$ cat src/rtl/discrete_mult_arbiter.sv
// Round-robin arbiter sharing one pipelined signed 16x16 multiplier between NUM_REQ audio stages.
// Define DISCRETE_MULT_SAT_EN to saturate the scaled product instead of wrapping it to 16 bits.
module discrete_mult_arbiter #(
    parameter int NUM_REQ      = 4,
    parameter int MULT_LATENCY = 2,
    parameter int RESULT_SHIFT = 14
) (
    input  logic                      clk,
    input  logic                      I_RSTn,
    input  logic                      audio_clk_en,
    input  logic [NUM_REQ-1:0]        req,
    input  logic [16*NUM_REQ-1:0]     op_a,
    input  logic [16*NUM_REQ-1:0]     op_b,
    output logic [NUM_REQ-1:0]        gnt,
    output logic [NUM_REQ-1:0]        ack,
    output logic signed [15:0]        result,
    output logic [NUM_REQ-1:0]        overrun,
    output logic                      busy
);
    localparam int IDX_W = $clog2(NUM_REQ);

    function automatic logic signed [15:0] narrow(input logic signed [31:0] v);
`ifdef DISCRETE_MULT_SAT_EN
        if (v > 32'sd32767)
            return 16'sh7FFF;
        else if (v < -32'sd32768)
            return 16'sh8000;
        else
            return v[15:0];
`else
        return v[15:0];
`endif
    endfunction

    logic [IDX_W-1:0]   r_ptr;
    logic [NUM_REQ-1:0] r_gnt, r_ack, r_outst, r_overrun;
    logic [NUM_REQ-1:0] w_elig, w_gnt_next;
    logic               w_found;
    logic [IDX_W-1:0]   w_gnt_idx;
    logic [IDX_W:0]     w_scan;

    logic               r_vld_p0;
    logic [IDX_W-1:0]   r_tag_p0;
    logic signed [15:0] r_a_p0, r_b_p0;
    logic signed [31:0] w_prod_p0, w_shift_p0;
    logic signed [15:0] w_val_p0;

    logic               w_fin_vld;
    logic [IDX_W-1:0]   w_fin_tag;
    logic signed [15:0] w_fin_val;
    logic signed [15:0] r_result;
    logic               w_busy_tail;

    // A requester whose ack is on the bus this cycle is already eligible again.
    always_comb begin
        w_elig     = req & ~(r_outst & ~r_ack);
        w_found    = 1'b0;
        w_gnt_idx  = '0;
        w_gnt_next = '0;
        w_scan     = '0;
        for (int k = 0; k < NUM_REQ; k++) begin
            w_scan = {1'b0, r_ptr} + (IDX_W+1)'(k);
            if (w_scan >= (IDX_W+1)'(NUM_REQ))
                w_scan = w_scan - (IDX_W+1)'(NUM_REQ);
            if (!w_found && w_elig[w_scan[IDX_W-1:0]]) begin
                w_found   = 1'b1;
                w_gnt_idx = w_scan[IDX_W-1:0];
            end
        end
        if (w_found)
            w_gnt_next[w_gnt_idx] = 1'b1;
    end

    // Arbitration, outstanding tracking and overrun flags
    always_ff @(posedge clk or negedge I_RSTn) begin
        if (!I_RSTn) begin
            r_ptr     <= '0;
            r_gnt     <= '0;
            r_outst   <= '0;
            r_overrun <= '0;
            r_vld_p0  <= 1'b0;
            r_tag_p0  <= '0;
        end else begin
            r_gnt    <= w_gnt_next;
            r_outst  <= (r_outst & ~r_ack) | w_gnt_next;
            r_vld_p0 <= w_found;
            if (w_found) begin
                r_tag_p0 <= w_gnt_idx;
                r_ptr    <= (w_gnt_idx == IDX_W'(NUM_REQ-1)) ? '0 : w_gnt_idx + IDX_W'(1);
            end
            if (audio_clk_en)
                r_overrun <= r_overrun | (req & ~(r_gnt | w_gnt_next));
        end
    end

    // Stage p0: operand capture on the grant edge
    always_ff @(posedge clk) begin
        if (w_found) begin
            r_a_p0 <= op_a[{w_gnt_idx, 4'b0000} +: 16];
            r_b_p0 <= op_b[{w_gnt_idx, 4'b0000} +: 16];
        end
    end

    always_comb begin
        w_prod_p0  = 32'(r_a_p0) * 32'(r_b_p0);
        w_shift_p0 = w_prod_p0 >>> RESULT_SHIFT;
        w_val_p0   = narrow(w_shift_p0);
    end

    generate
        if (MULT_LATENCY == 1) begin : g_direct
            assign w_fin_vld   = r_vld_p0;
            assign w_fin_tag   = r_tag_p0;
            assign w_fin_val   = w_val_p0;
            assign w_busy_tail = 1'b0;
        end else begin : g_delay
            logic               r_vld_pd [MULT_LATENCY-1];
            logic [IDX_W-1:0]   r_tag_pd [MULT_LATENCY-1];
            logic signed [15:0] r_val_pd [MULT_LATENCY-1];

            // Stages p1..: delay line between p0 and the output register
            always_ff @(posedge clk or negedge I_RSTn) begin
                if (!I_RSTn) begin
                    for (int k = 0; k < MULT_LATENCY-1; k++)
                        r_vld_pd[k] <= 1'b0;
                end else begin
                    r_vld_pd[0] <= r_vld_p0;
                    for (int k = 1; k < MULT_LATENCY-1; k++)
                        r_vld_pd[k] <= r_vld_pd[k-1];
                end
            end

            always_ff @(posedge clk) begin
                if (r_vld_p0) begin
                    r_tag_pd[0] <= r_tag_p0;
                    r_val_pd[0] <= w_val_p0;
                end
                for (int k = 1; k < MULT_LATENCY-1; k++) begin
                    if (r_vld_pd[k-1]) begin
                        r_tag_pd[k] <= r_tag_pd[k-1];
                        r_val_pd[k] <= r_val_pd[k-1];
                    end
                end
            end

            always_comb begin
                w_busy_tail = 1'b0;
                for (int k = 0; k < MULT_LATENCY-1; k++)
                    w_busy_tail = w_busy_tail | r_vld_pd[k];
            end

            assign w_fin_vld = r_vld_pd[MULT_LATENCY-2];
            assign w_fin_tag = r_tag_pd[MULT_LATENCY-2];
            assign w_fin_val = r_val_pd[MULT_LATENCY-2];
        end
    endgenerate

    // Output stage: ack pulse and held result
    always_ff @(posedge clk or negedge I_RSTn) begin
        if (!I_RSTn) begin
            r_ack    <= '0;
            r_result <= '0;
        end else begin
            r_ack <= '0;
            if (w_fin_vld) begin
                r_ack[w_fin_tag] <= 1'b1;
                r_result         <= w_fin_val;
            end
        end
    end

    assign gnt     = r_gnt;
    assign ack     = r_ack;
    assign result  = r_result;
    assign overrun = r_overrun;
    assign busy    = r_vld_p0 | w_busy_tail;
endmodule

$ cat config.mk
export PLATFORM = sky130hd
export DESIGN_NAME = discrete_mult_arbiter
export DESIGN_NICKNAME = d
export VERILOG_FILES = /design/src/rtl/discrete_mult_arbiter.sv
export SDC_FILE = /design/constraint.sdc
export NUM_CORES = 1
export LEC_CHECK = 0
export BUFFER_PORTS_ARGS = -buffer_cell sky130_fd_sc_hd__buf_2
export CAP_MARGIN = 30
export CORE_AREA = 4 4 201 203
export DETAILED_ROUTE_END_ITERATION = 8
export DIE_AREA = 0 0 205 207
export PLACE_DENSITY = 0.51
export SLEW_MARGIN = 40
export SYNTH_ARGS = -nofsm -noshare
export SYNTH_HDL_FRONTEND = slang
export SYNTH_SLANG_ARGS = --single-unit
$ cat constraint.sdc
create_clock -name clk -period 7.8 [get_ports clk]
set_input_delay 0.78 -clock clk [delete_from_list [all_inputs] [get_ports clk]]
set_output_delay 0.78 -clock clk [all_outputs]
set_load 0.05 [all_outputs]
Word-level counts from Yosys, hierarchy flattened
Memories as Yosys holds them, arrays and structs flattened. A register that Yosys moved wholly into a read port is not among the register bits.
Index checks and enable logic that the tools add are counted.
- logic and storage cells: 84
- register bits after elaboration: 54
- bits of input ports: 135
- bits in latches: 0
- memories: 2
- bits in writable memories: 18
- bits in read-only memories: 0
- multiply operators: 1
- bitwise operators: 10
- reduce and logical (&&, ||, !) cells: 9
- equality and inequality tests: 1
- mux-type cells: 29
- shift operators: 2
- $lt $le $gt $ge: 12
- add/subtract/negate cells: 8
- div/mod/pow operators: 0
- memory list (name ; depth ; bits a word ; rd ports ; clocked after Yosys merged registers in ; write ports ; line ; source):
    g_delay.r_val_pd ; 1 ; 16 ; 1 ; 1 ; 1 ; 119 ; logic signed [15:0] r_val_pd [MULT_LATENCY-1];
    g_delay.r_tag_pd ; 1 ; 2 ; 1 ; 0 ; 1 ; 118 ; logic [IDX_W-1:0] r_tag_pd [MULT_LATENCY-1];
- operator list (cell ; count):
    $shiftx A64 B7 Y16 ; 2
    $mul A16 B16 Y30 ; 1
    $lt A2 B3 Y1 const B ; 6
    $mux W2 ; 9
    $and A4 B4 Y4 ; 3
    $mux W1 ; 12
    $not A4 Y4 ; 3
    $or A4 B4 Y4 ; 3
    $ge A3 B3 Y1 const B ; 3
    $bmux W1 S2 ; 4
    $mux W4 ; 2
    $sub A2 B1 Y2 const B ; 4
    $add A2 B2 Y3 const B ; 2
    $logic_and A1 B1 Y1 ; 5
    $demux W1 S2 ; 2
    $ge A2 B1 Y1 const B ; 2
    $logic_not A1 Y1 ; 4
    $add A2 B1 Y3 const B ; 1
    $ge A2 B3 Y1 const B ; 1
    $add A2 B1 Y2 const B ; 1
    $eq A2 B2 Y1 const B ; 1
    $or A1 B1 Y1 ; 1

Logic depth before layout (Yosys ltp)
Gate-level depths: netlist of run 1.
- depth in word-level cells: 25
- gate-level depth with buffers: 24
- mapped depth without buffers: 22

Worst setup path after synthesis of run 1
Ideal clock, no wire load.
- path type: reg-to-reg
- start point: reg r_b_p0[1]
- end point: mem g_delay.r_val_pd[0][15] (data pin)
- data arrival time: 5565 ps
- period minus slack after synthesis: 5825 ps
- library setup time: 260 ps
- required time: 7540 ps
- setup slack: 1975 ps
- cell stages (with the launch flop): 21
- buffers on the path: 1
- cells stage by stage: edfxtp_1 -> clkbuf_1 -> nand2_1 -> inv_1 -> fa_1 -> inv_1 -> fa_1 -> inv_1 -> fa_1 -> inv_1 -> fa_1 -> inv_1 -> fa_1 -> fa_1 -> ha_1 -> a21oi_1 -> o21bai_1 -> a21o_1 -> or2_2 -> o21ai_1 -> xnor2_1
- longest elaborated chain between the ends: 1
- RTL lines (what ; line ; source):
    from (decl) ; 44 ; logic signed [15:0] r_a_p0, r_b_p0;
    from (signal assigned) ; 100 ; r_b_p0 <= op_b[{w_gnt_idx, 4'b0000} +: 16];
    $mul A16 B16 Y30 ; 105 ; w_prod_p0 = 32'(r_a_p0) * 32'(r_b_p0);
    net w_prod_p0[29] ; 45 ; logic signed [31:0] w_prod_p0, w_shift_p0;
    to (decl) ; 119 ;
The timed path passes the listed nets, and every way through them passes these cells.

Worst setup path after layout of run 1
- start point: reg r_b_p0[1]
- end point: mem g_delay.r_val_pd[0][14] (data pin)
The elaborated chain is that of the path after synthesis.

==> tab_implementation.tex, run 1 <==
\begin{tabular}{lr}
\hline
Metric & Value \\
\hline
\multicolumn{2}{l}{\textbf{Power}} \\
Switching share of power & 0.229 \\
Int Pwr & 0.795 mW \\
Gate power share & 0.052 \\
Portion of total power attributed to sequential cells & 0.475 \\
Clock network fraction of design power & 0.473 \\
Power density of the placed cells & 69.0 nW/um2 \\
Leak Pwr & 7.13 nW \\
Largest vdd supply drop & 86.5 uV \\
Power spent charging and discharging nets & 0.236 mW \\
\multicolumn{2}{l}{\textbf{Die}} \\
Die area & 42400 um2 \\
Effective utilization at floorplan & 0.349 \\
Die width & 205 um \\
Die boundary height & 207 um \\
Row Count & 72 \\
Placeable Area & 38500 um2 \\
Top-level I/O count & 164 \\
\multicolumn{2}{l}{\textbf{Critical path}} \\
Worst setup SP type & flip-flop \\
Critical Path Sink Type & flip-flop \\
Maximum fanout encountered on the critical timing path & 16 \\
Crit-path slowest cell & sky130\_fd\_sc\_hd\_\_fa\_1 \\
CP Cell Sequence & nand2\_1 -> inv\_1 -> fa\_1 -> inv\_1 -> fa\_1 -> inv\_1 -> fa\_1 -> fa\_1 -> fa\_1 -> inv\_1 -> fa\_1 -> inv\_1 -> ha\_1 -> a21oi\_1 -> o31a\_1 -> o21ai\_1 -> a21oi\_1 -> o21bai\_1 -> xor2\_1 \\
Worst Path Required & 7.92 ns \\
Data arrival time of the critical path & 6.44 ns \\
Top cell by count, worst path & sky130\_fd\_sc\_hd\_\_fa\_1 \\
Worst Setup Path Type & reg2reg \\
Worst r2r src & r\_b\_p0[1] \\
Source of the critical timing path & r\_b\_p0[1] \\
Maximum cell stage delay along the critical path & 0.71 ns \\
\multicolumn{2}{l}{\textbf{Clocking}} \\
Number of gates resized after cts & 0 \\
Source-to-sink clock delay at the later pin of the worst-skew pair & 0.37 ns \\
Number of buffers on the longest clock path & 2 \\
Number of buffers added by the clock tree synthesis step & 9 \\
CTS tree & done \\
Depth of the CTS H-tree & 3 \\
Number of hold buffers added after cts & 0 \\
Setup repair bufs after CTS & 0 \\
Clock transition at path regs & 0.08 ns \\
Number of sinks handled by clock tree synthesis & 88 \\
Clock Root Buffer & sky130\_fd\_sc\_hd\_\_clkbuf\_16 \\
\multicolumn{2}{l}{\textbf{STA}} \\
Actual transition at the worst max-transition pin & 0.820 ns \\
Fmax & 0.158 GHz \\
Final setup violation count & 0 \\
Final worst hold slack & 0.370 ns \\
Hold violation total from the final report & 0 \\
Post-Route Skew & 0.0142 ns \\
Post-layout min period & 6.31 ns \\
Final worst path period share & 0.809 \\
Worst slew margin relative to its limit & 0.453 \\
RSZ-0062 raised after global routing & false \\
Final count of pins violating max slew & 0 \\
Setup TNS & 0 ns \\
\multicolumn{2}{l}{\textbf{Placed design}} \\
Dpl hpwl & 26200 um \\
Buffers added on ports & 163 \\
Final Wtd Congestion & 0.811 \\
Number of placed cells counting well taps & 1950 \\
\multicolumn{2}{l}{\textbf{Global routing}} \\
GRT met3 Usage & 0.0172 \\
Met2 global-route usage & 0.290 \\
Global Route Usage Sum & 0.163 \\
Grt ovf & 0 \\
Number of antenna violations at the first check in global routing & 0 \\
First-pass GRT wire length & 54600 um \\
Busiest metal layer after global routing & met2 \\
Largest net degree at the start of global routing & 58 \\
Met1 global-route usage & 0.203 \\
Via count of the first global-routing pass & 10400 \\
\multicolumn{2}{l}{\textbf{Synth}} \\
Post-synth cell types & 51 \\
Cell count after synthesis & 1312 \\
Most common cell in the synthesized netlist & sky130\_fd\_sc\_hd\_\_inv\_1 \\
Leading cell types by total area after synthesis & sky130\_fd\_sc\_hd\_\_fa\_1, sky130\_fd\_sc\_hd\_\_edfxtp\_1, sky130\_fd\_sc\_hd\_\_inv\_1 \\
EDFF count, synth & 50 \\
Flip-flop cell with the highest count after synthesis & sky130\_fd\_sc\_hd\_\_edfxtp\_1 \\
Post-synth top cells & sky130\_fd\_sc\_hd\_\_inv\_1, sky130\_fd\_sc\_hd\_\_fa\_1, sky130\_fd\_sc\_hd\_\_nand2\_1, sky130\_fd\_sc\_hd\_\_and2\_1, sky130\_fd\_sc\_hd\_\_mux2i\_1 \\
Cell type contributing the most total cell area after synthesis & sky130\_fd\_sc\_hd\_\_fa\_1 \\
Count of state elements after synthesis & 88 \\
Count of synthesis-stage warnings from yosys & 0 \\
Syn\_nets & 1774 \\
Syn avg cell area & 10.2 um2 \\
Share of the yosys chip area belonging to registers & 0.183 \\
Area share of the largest cell type after synthesis & 0.369 \\
Post-synthesis instance area & 13400 um2 \\
Fraction of registers with async set or reset after synthesis & 0.432 \\
\multicolumn{2}{l}{\textbf{Drt}} \\
Via Count & 9120 \\
Vias/cell & 4.64 \\
DR DRC count & 0 \\
Total detailed-routing wirelength & 32300 um \\
Antenna viol nets, final & 0 \\
Number of DRC violations after detailed-routing iteration 0 & 427 \\
Length of the first detailed-routing pass in iterations & 4 \\
Routed WL per cell & 16.4 um \\
\multicolumn{2}{l}{\textbf{Layout}} \\
Proportion of layout cells with a drive suffix above 1 & 0.146 \\
\# nets final & 1905 \\
\# diodes & 0 \\
Cell Count, Final, Fillers Out & 1966 \\
Area Growth Syn to Fin & 11.5\% \\
\multicolumn{2}{l}{\textbf{Outcome}} \\
Result of the run & finished, final reports clean \\
\multicolumn{2}{l}{\textbf{Flow run}} \\
Max Cap Viol & 0 \\
\multicolumn{2}{l}{\textbf{Min path}} \\
Path type of the worst min-delay path & in2async \\
\hline
\end{tabular}
power groups by stage:
stage	sequential, mW	clock [mW]	combinational [mW]
3_3_place_gp	0.500	0	0.0539
6_report	0.490	0.488	0.0535
3_5_place_dp	0.500	0	0.0549
5_1_grt	0.490	0.521	0.0613
2_1_floorplan	0.500	0	0.0137
4_1_cts	0.490	0.506	0.0551
sequential cells by signal, summed over array words and instances, names as in the netlist:
| signal | flops |
|---|---|
| overrun | 4 |
| r_outst | 4 |
| result | 16 |
| r_vld_p0 | 1 |
| g_delay.r_tag_pd | 2 |
| r_tag_p0 | 2 |
| r_b_p0 | 16 |
| r_ptr | 2 |
| gnt | 4 |
| r_a_p0 | 16 |
| g_delay.r_val_pd | 16 |
| g_delay.r_vld_pd | 1 |
| ack | 4 |
metrics by stage:
| step | power [mW] | instance area, um2 | utilization | setup WS (ns) |
|---|---|---|---|---|
| 5_1_grt | 1.07 | 14900 | 0.389 | 1.05 |
| 6_report | 1.03 | 14900 | 0.389 | 1.49 |
| 4_1_cts | 1.05 | 14900 | 0.388 | 1.45 |
| 3_3_place_gp | 0.554 | 14600 | 0.380 | 1.55 |
| 2_1_floorplan | 0.514 | 13400 | - | 1.97 |
| 3_5_place_dp | 0.555 | 14600 | 0.380 | 1.48 |
cell families (layout without fill, tap and decap cells):
group	Yosys count	in the layout	synth area share
DFF	88	88	0.183
AOI/OAI and AO/OA	75	75	0.0379
buffers and inverters	344	480	0.105
and+or+nand+nor	333	333	0.124
xor gates and xnor gates	32	32	0.0209
adders and majority gates	327	327	0.443
muxes	113	113	0.0859
placed cells by master, fill, tap and decap left out, drive strengths merged, types with 29 or more instances in the layout:
master / instances
and2: 122
buf: 169
dfrtp: 38
edfxtp: 50
fa: 247
ha: 80
inv: 298
mux2i: 97
nand2: 150
nor2: 29
per-layer routing:
metal / wire length, um / vias up
li1: - / 4259
met1: 13200 / 4653
met2: 17000 / 156
met3: 969 / 52
met4: 1110 / 0
met5: 0 / -
cell type report:
cell class | instances | area, um2
repair buffers | 169 | 867
flip-flops and latches | 88 | 2450
fillers | 3902 | 23500
inverters | 295 | 1110
clock buffers | 10 | 250
well taps | 518 | 648
multi-input cells | 880 | 9550
clock inverters | 6 | 71.3
worst max-delay path, delay by kind of cell (launching register included):
kind / cells / cell delay (ns)
AND/OR/NAND/NOR: 1 / 0.22
AO/OA/AOI/OAI: 5 / 1.18
buffers and inverters: 5 / 0.39
adder cells (fa/ha/maj): 7 / 3.52
XOR/XNOR: 1 / 0.14
flip-flops: 1 / 0.62
final timing paths:
path	endpoint	depth (start not counted)	slack (ns)
worst max-delay path	g_delay.r_val_pd[0][14]	19	1.49
worst min-delay path	result[0]	1	0.37
worst max register to register	g_delay.r_val_pd[0][14]	19	1.49
worst min register to register	g_delay.r_tag_pd[0][1]	0	0.45
max in group asynchronous	r_vld_p0	1	7.06
min in group clk	g_delay.r_tag_pd[0][1]	0	0.45
Note: power is estimated with default switching activity, not from simulation.
==> run 2, diff against run 1 <==
--- a/config.mk
+++ b/config.mk
@@ -10,7 +10,7 @@
 export CORE_AREA = 4 4 201 203
 export DETAILED_ROUTE_END_ITERATION = 8
 export DIE_AREA = 0 0 205 207
-export PLACE_DENSITY = 0.51
+export PLACE_DENSITY = 0.53
 export SLEW_MARGIN = 40
 export SYNTH_ARGS = -nofsm -noshare
 export SYNTH_HDL_FRONTEND = slang
==> constraint.sdc (replaced) <==
create_clock -name clk -period 5.75 [get_ports clk]
set_input_delay 0.575 -clock clk [delete_from_list [all_inputs] [get_ports clk]]
set_output_delay 0.575 -clock clk [all_outputs]
set_load 0.05 [all_outputs]
==> tab_implementation.tex, run 2 (synthesis gave the netlist of run 1 again) <==
\begin{tabular}{lr}
\hline
Metric & Value \\
\hline
\multicolumn{2}{l}{\textbf{Outcome}} \\
Result of the run & finished, final reports clean \\
\multicolumn{2}{l}{\textbf{Global routing}} \\
Number of antenna violations at the first check in global routing & 0 \\
Largest net degree at the start of global routing & 68 \\
First-pass GRT wire length & 54900 um \\
Global Route Usage Sum & 0.162 \\
Via count of the first global-routing pass & 10900 \\
Grt ovf & 0 \\
\multicolumn{2}{l}{\textbf{Clocking}} \\
Clock Root Buffer & sky130\_fd\_sc\_hd\_\_clkbuf\_16 \\
Number of buffers added by the clock tree synthesis step & 9 \\
Depth of the CTS H-tree & 3 \\
Number of hold buffers added after cts & 0 \\
Source-to-sink clock delay at the later pin of the worst-skew pair & 0.36 ns \\
CTS tree & done \\
Clock transition at path regs & 0.07 ns \\
Number of sinks handled by clock tree synthesis & 88 \\
Number of buffers on the longest clock path & 2 \\
\multicolumn{2}{l}{\textbf{Flow run}} \\
Max Cap Viol & 0 \\
\multicolumn{2}{l}{\textbf{Drt}} \\
Total detailed-routing wirelength & 32300 um \\
Via Count & 9607 \\
Length of the first detailed-routing pass in iterations & 5 \\
Routed WL per cell & 15.3 um \\
DR DRC count & 0 \\
Number of DRC violations after detailed-routing iteration 0 & 378 \\
Vias/cell & 4.55 \\
Antenna viol nets, final & 0 \\
\multicolumn{2}{l}{\textbf{STA}} \\
Final worst hold slack & 0.164 ns \\
Post-Route Skew & 0.0101 ns \\
RSZ-0062 raised after global routing & true \\
Final setup violation count & 0 \\
Worst slew margin relative to its limit & 0.464 \\
Post-layout min period & 5.64 ns \\
Setup TNS & 0 ns \\
Fmax & 0.177 GHz \\
Hold violation total from the final report & 0 \\
Actual transition at the worst max-transition pin & 0.804 ns \\
Final worst path period share & 0.981 \\
Crit path setup slack, layout & 0.111 ns \\
Final count of pins violating max slew & 0 \\
\multicolumn{2}{l}{\textbf{Layout}} \\
Area Growth Syn to Fin & 22.5\% \\
\# diodes & 0 \\
Cell Count, Final, Fillers Out & 2110 \\
Fillers & 3804 \\
Design Area, Final & 16400 um2 \\
Finished Core Util & 0.427 \\
Leading cell type in the layout, fill and taps excluded & sky130\_fd\_sc\_hd\_\_inv\_1 \\
Proportion of layout cells with a drive suffix above 1 & 0.264 \\
\# nets final & 2049 \\
Commonest cells after routing, fill and taps aside & sky130\_fd\_sc\_hd\_\_inv\_1, sky130\_fd\_sc\_hd\_\_fa\_1, sky130\_fd\_sc\_hd\_\_buf\_2, sky130\_fd\_sc\_hd\_\_nand2\_1, sky130\_fd\_sc\_hd\_\_buf\_4 \\
\multicolumn{2}{l}{\textbf{Placed design}} \\
Dpl hpwl & 27200 um \\
Buffers added on ports & 163 \\
Placed inst area & 15500 um2 \\
Final Wtd Congestion & 0.863 \\
Dpl ws & -0.135 ns \\
Number of placed cells counting well taps & 2057 \\
\multicolumn{2}{l}{\textbf{Power}} \\
Total design power & 1.31 mW \\
Largest vdd supply drop & 102 uV \\
Leak Pwr & 7.88 nW \\
Power density of the placed cells & 80.0 nW/um2 \\
\multicolumn{2}{l}{\textbf{Die}} \\
Effective utilization at floorplan & 0.349 \\
Top-level I/O count & 164 \\
Row Count & 72 \\
Placeable Area & 38500 um2 \\
Die area & 42400 um2 \\
Die width & 205 um \\
Die boundary height & 207 um \\
\multicolumn{2}{l}{\textbf{Critical path}} \\
Maximum fanout encountered on the critical timing path & 4 \\
Count of cells along the worst register-to-register path & 18 \\
Critical Path Sink Type & flip-flop \\
Worst Setup Path Type & reg2reg \\
Worst Path Required & 5.86 ns \\
Worst setup SP type & flip-flop \\
Data arrival time of the critical path & 5.74 ns \\
\multicolumn{2}{l}{\textbf{Min path}} \\
Path type of the worst min-delay path & in2async \\
\hline
\end{tabular}
-- run 2: what timing repair did --
action / 4_1_cts / 5_1_grt
resized for setup: 10 / 76
buffers inserted: 12 / 25
pin swaps: 5 / 41
endpoints found under the setup margin: 6 / 14
endpoints found under the hold margin: 0 / 0
-- run 2: worst paths after layout --
path / to / slack (ns) / startpoint
worst max-delay path: g_delay.r_val_pd[0][3] / 0.11 / r_b_p0[4]
worst min-delay path: result[0] / 0.16 / I_RSTn
worst max register to register: g_delay.r_val_pd[0][3] / 0.11 / r_b_p0[4]
worst min register to register: g_delay.r_tag_pd[0][0] / 0.46 / r_tag_p0[0]
max in group asynchronous: r_vld_p0 / 5.20 / I_RSTn
min in group clk: g_delay.r_tag_pd[0][0] / 0.46 / r_tag_p0[0]
-- run 2: layer usage --
metal  GRT usage  share of wire  routed length (um)
met5           0              0                   0
met4      0.0439          0.023                 737
met3      0.0147          0.022                 698
met2       0.298           0.54               17500
met1       0.201           0.42               13400
-- run 2: final cells by class --
cell class              instances  area (um2)  share of cell area
multi-input cells             880        9870               0.601
flip-flops and latches         88        2450               0.149
repair buffers                313        2070               0.126
well taps                     518         648              0.0395
inverters                     295        1110              0.0676
clock buffers                  10         229              0.0139
clock inverters                 6        40.0             0.00244
-- run 2: report_power, final --
group / leakage [nW] / internal, mW / switching [mW]
Clock: 0.138 / 0.296 / 0.280
Combinational: 6.81 / 0.0439 / 0.0290
Sequential: 0.931 / 0.665 / 0.0000000371
Total: 7.88 / 1.00 / 0.309
-- run 2: worst max-delay path, stage by stage (launching register included) --
cell,delay [ns]
sky130_fd_sc_hd__edfxtp_1,0.43
sky130_fd_sc_hd__buf_4,0.16
sky130_fd_sc_hd__and2_1,0.14
sky130_fd_sc_hd__fa_1,0.54
sky130_fd_sc_hd__inv_1,0.06
sky130_fd_sc_hd__fa_1,0.46
sky130_fd_sc_hd__fa_1,0.53
sky130_fd_sc_hd__fa_1,0.55
sky130_fd_sc_hd__inv_1,0.05
sky130_fd_sc_hd__fa_1,0.45
sky130_fd_sc_hd__fa_1,0.53
sky130_fd_sc_hd__ha_4,0.22
sky130_fd_sc_hd__a2111oi_4,0.32
sky130_fd_sc_hd__nor4b_4,0.26
sky130_fd_sc_hd__buf_4,0.18
sky130_fd_sc_hd__nor2_4,0.05
sky130_fd_sc_hd__a21bo_1,0.20
sky130_fd_sc_hd__a21oi_2,0.18
sky130_fd_sc_hd__xnor2_2,0.09
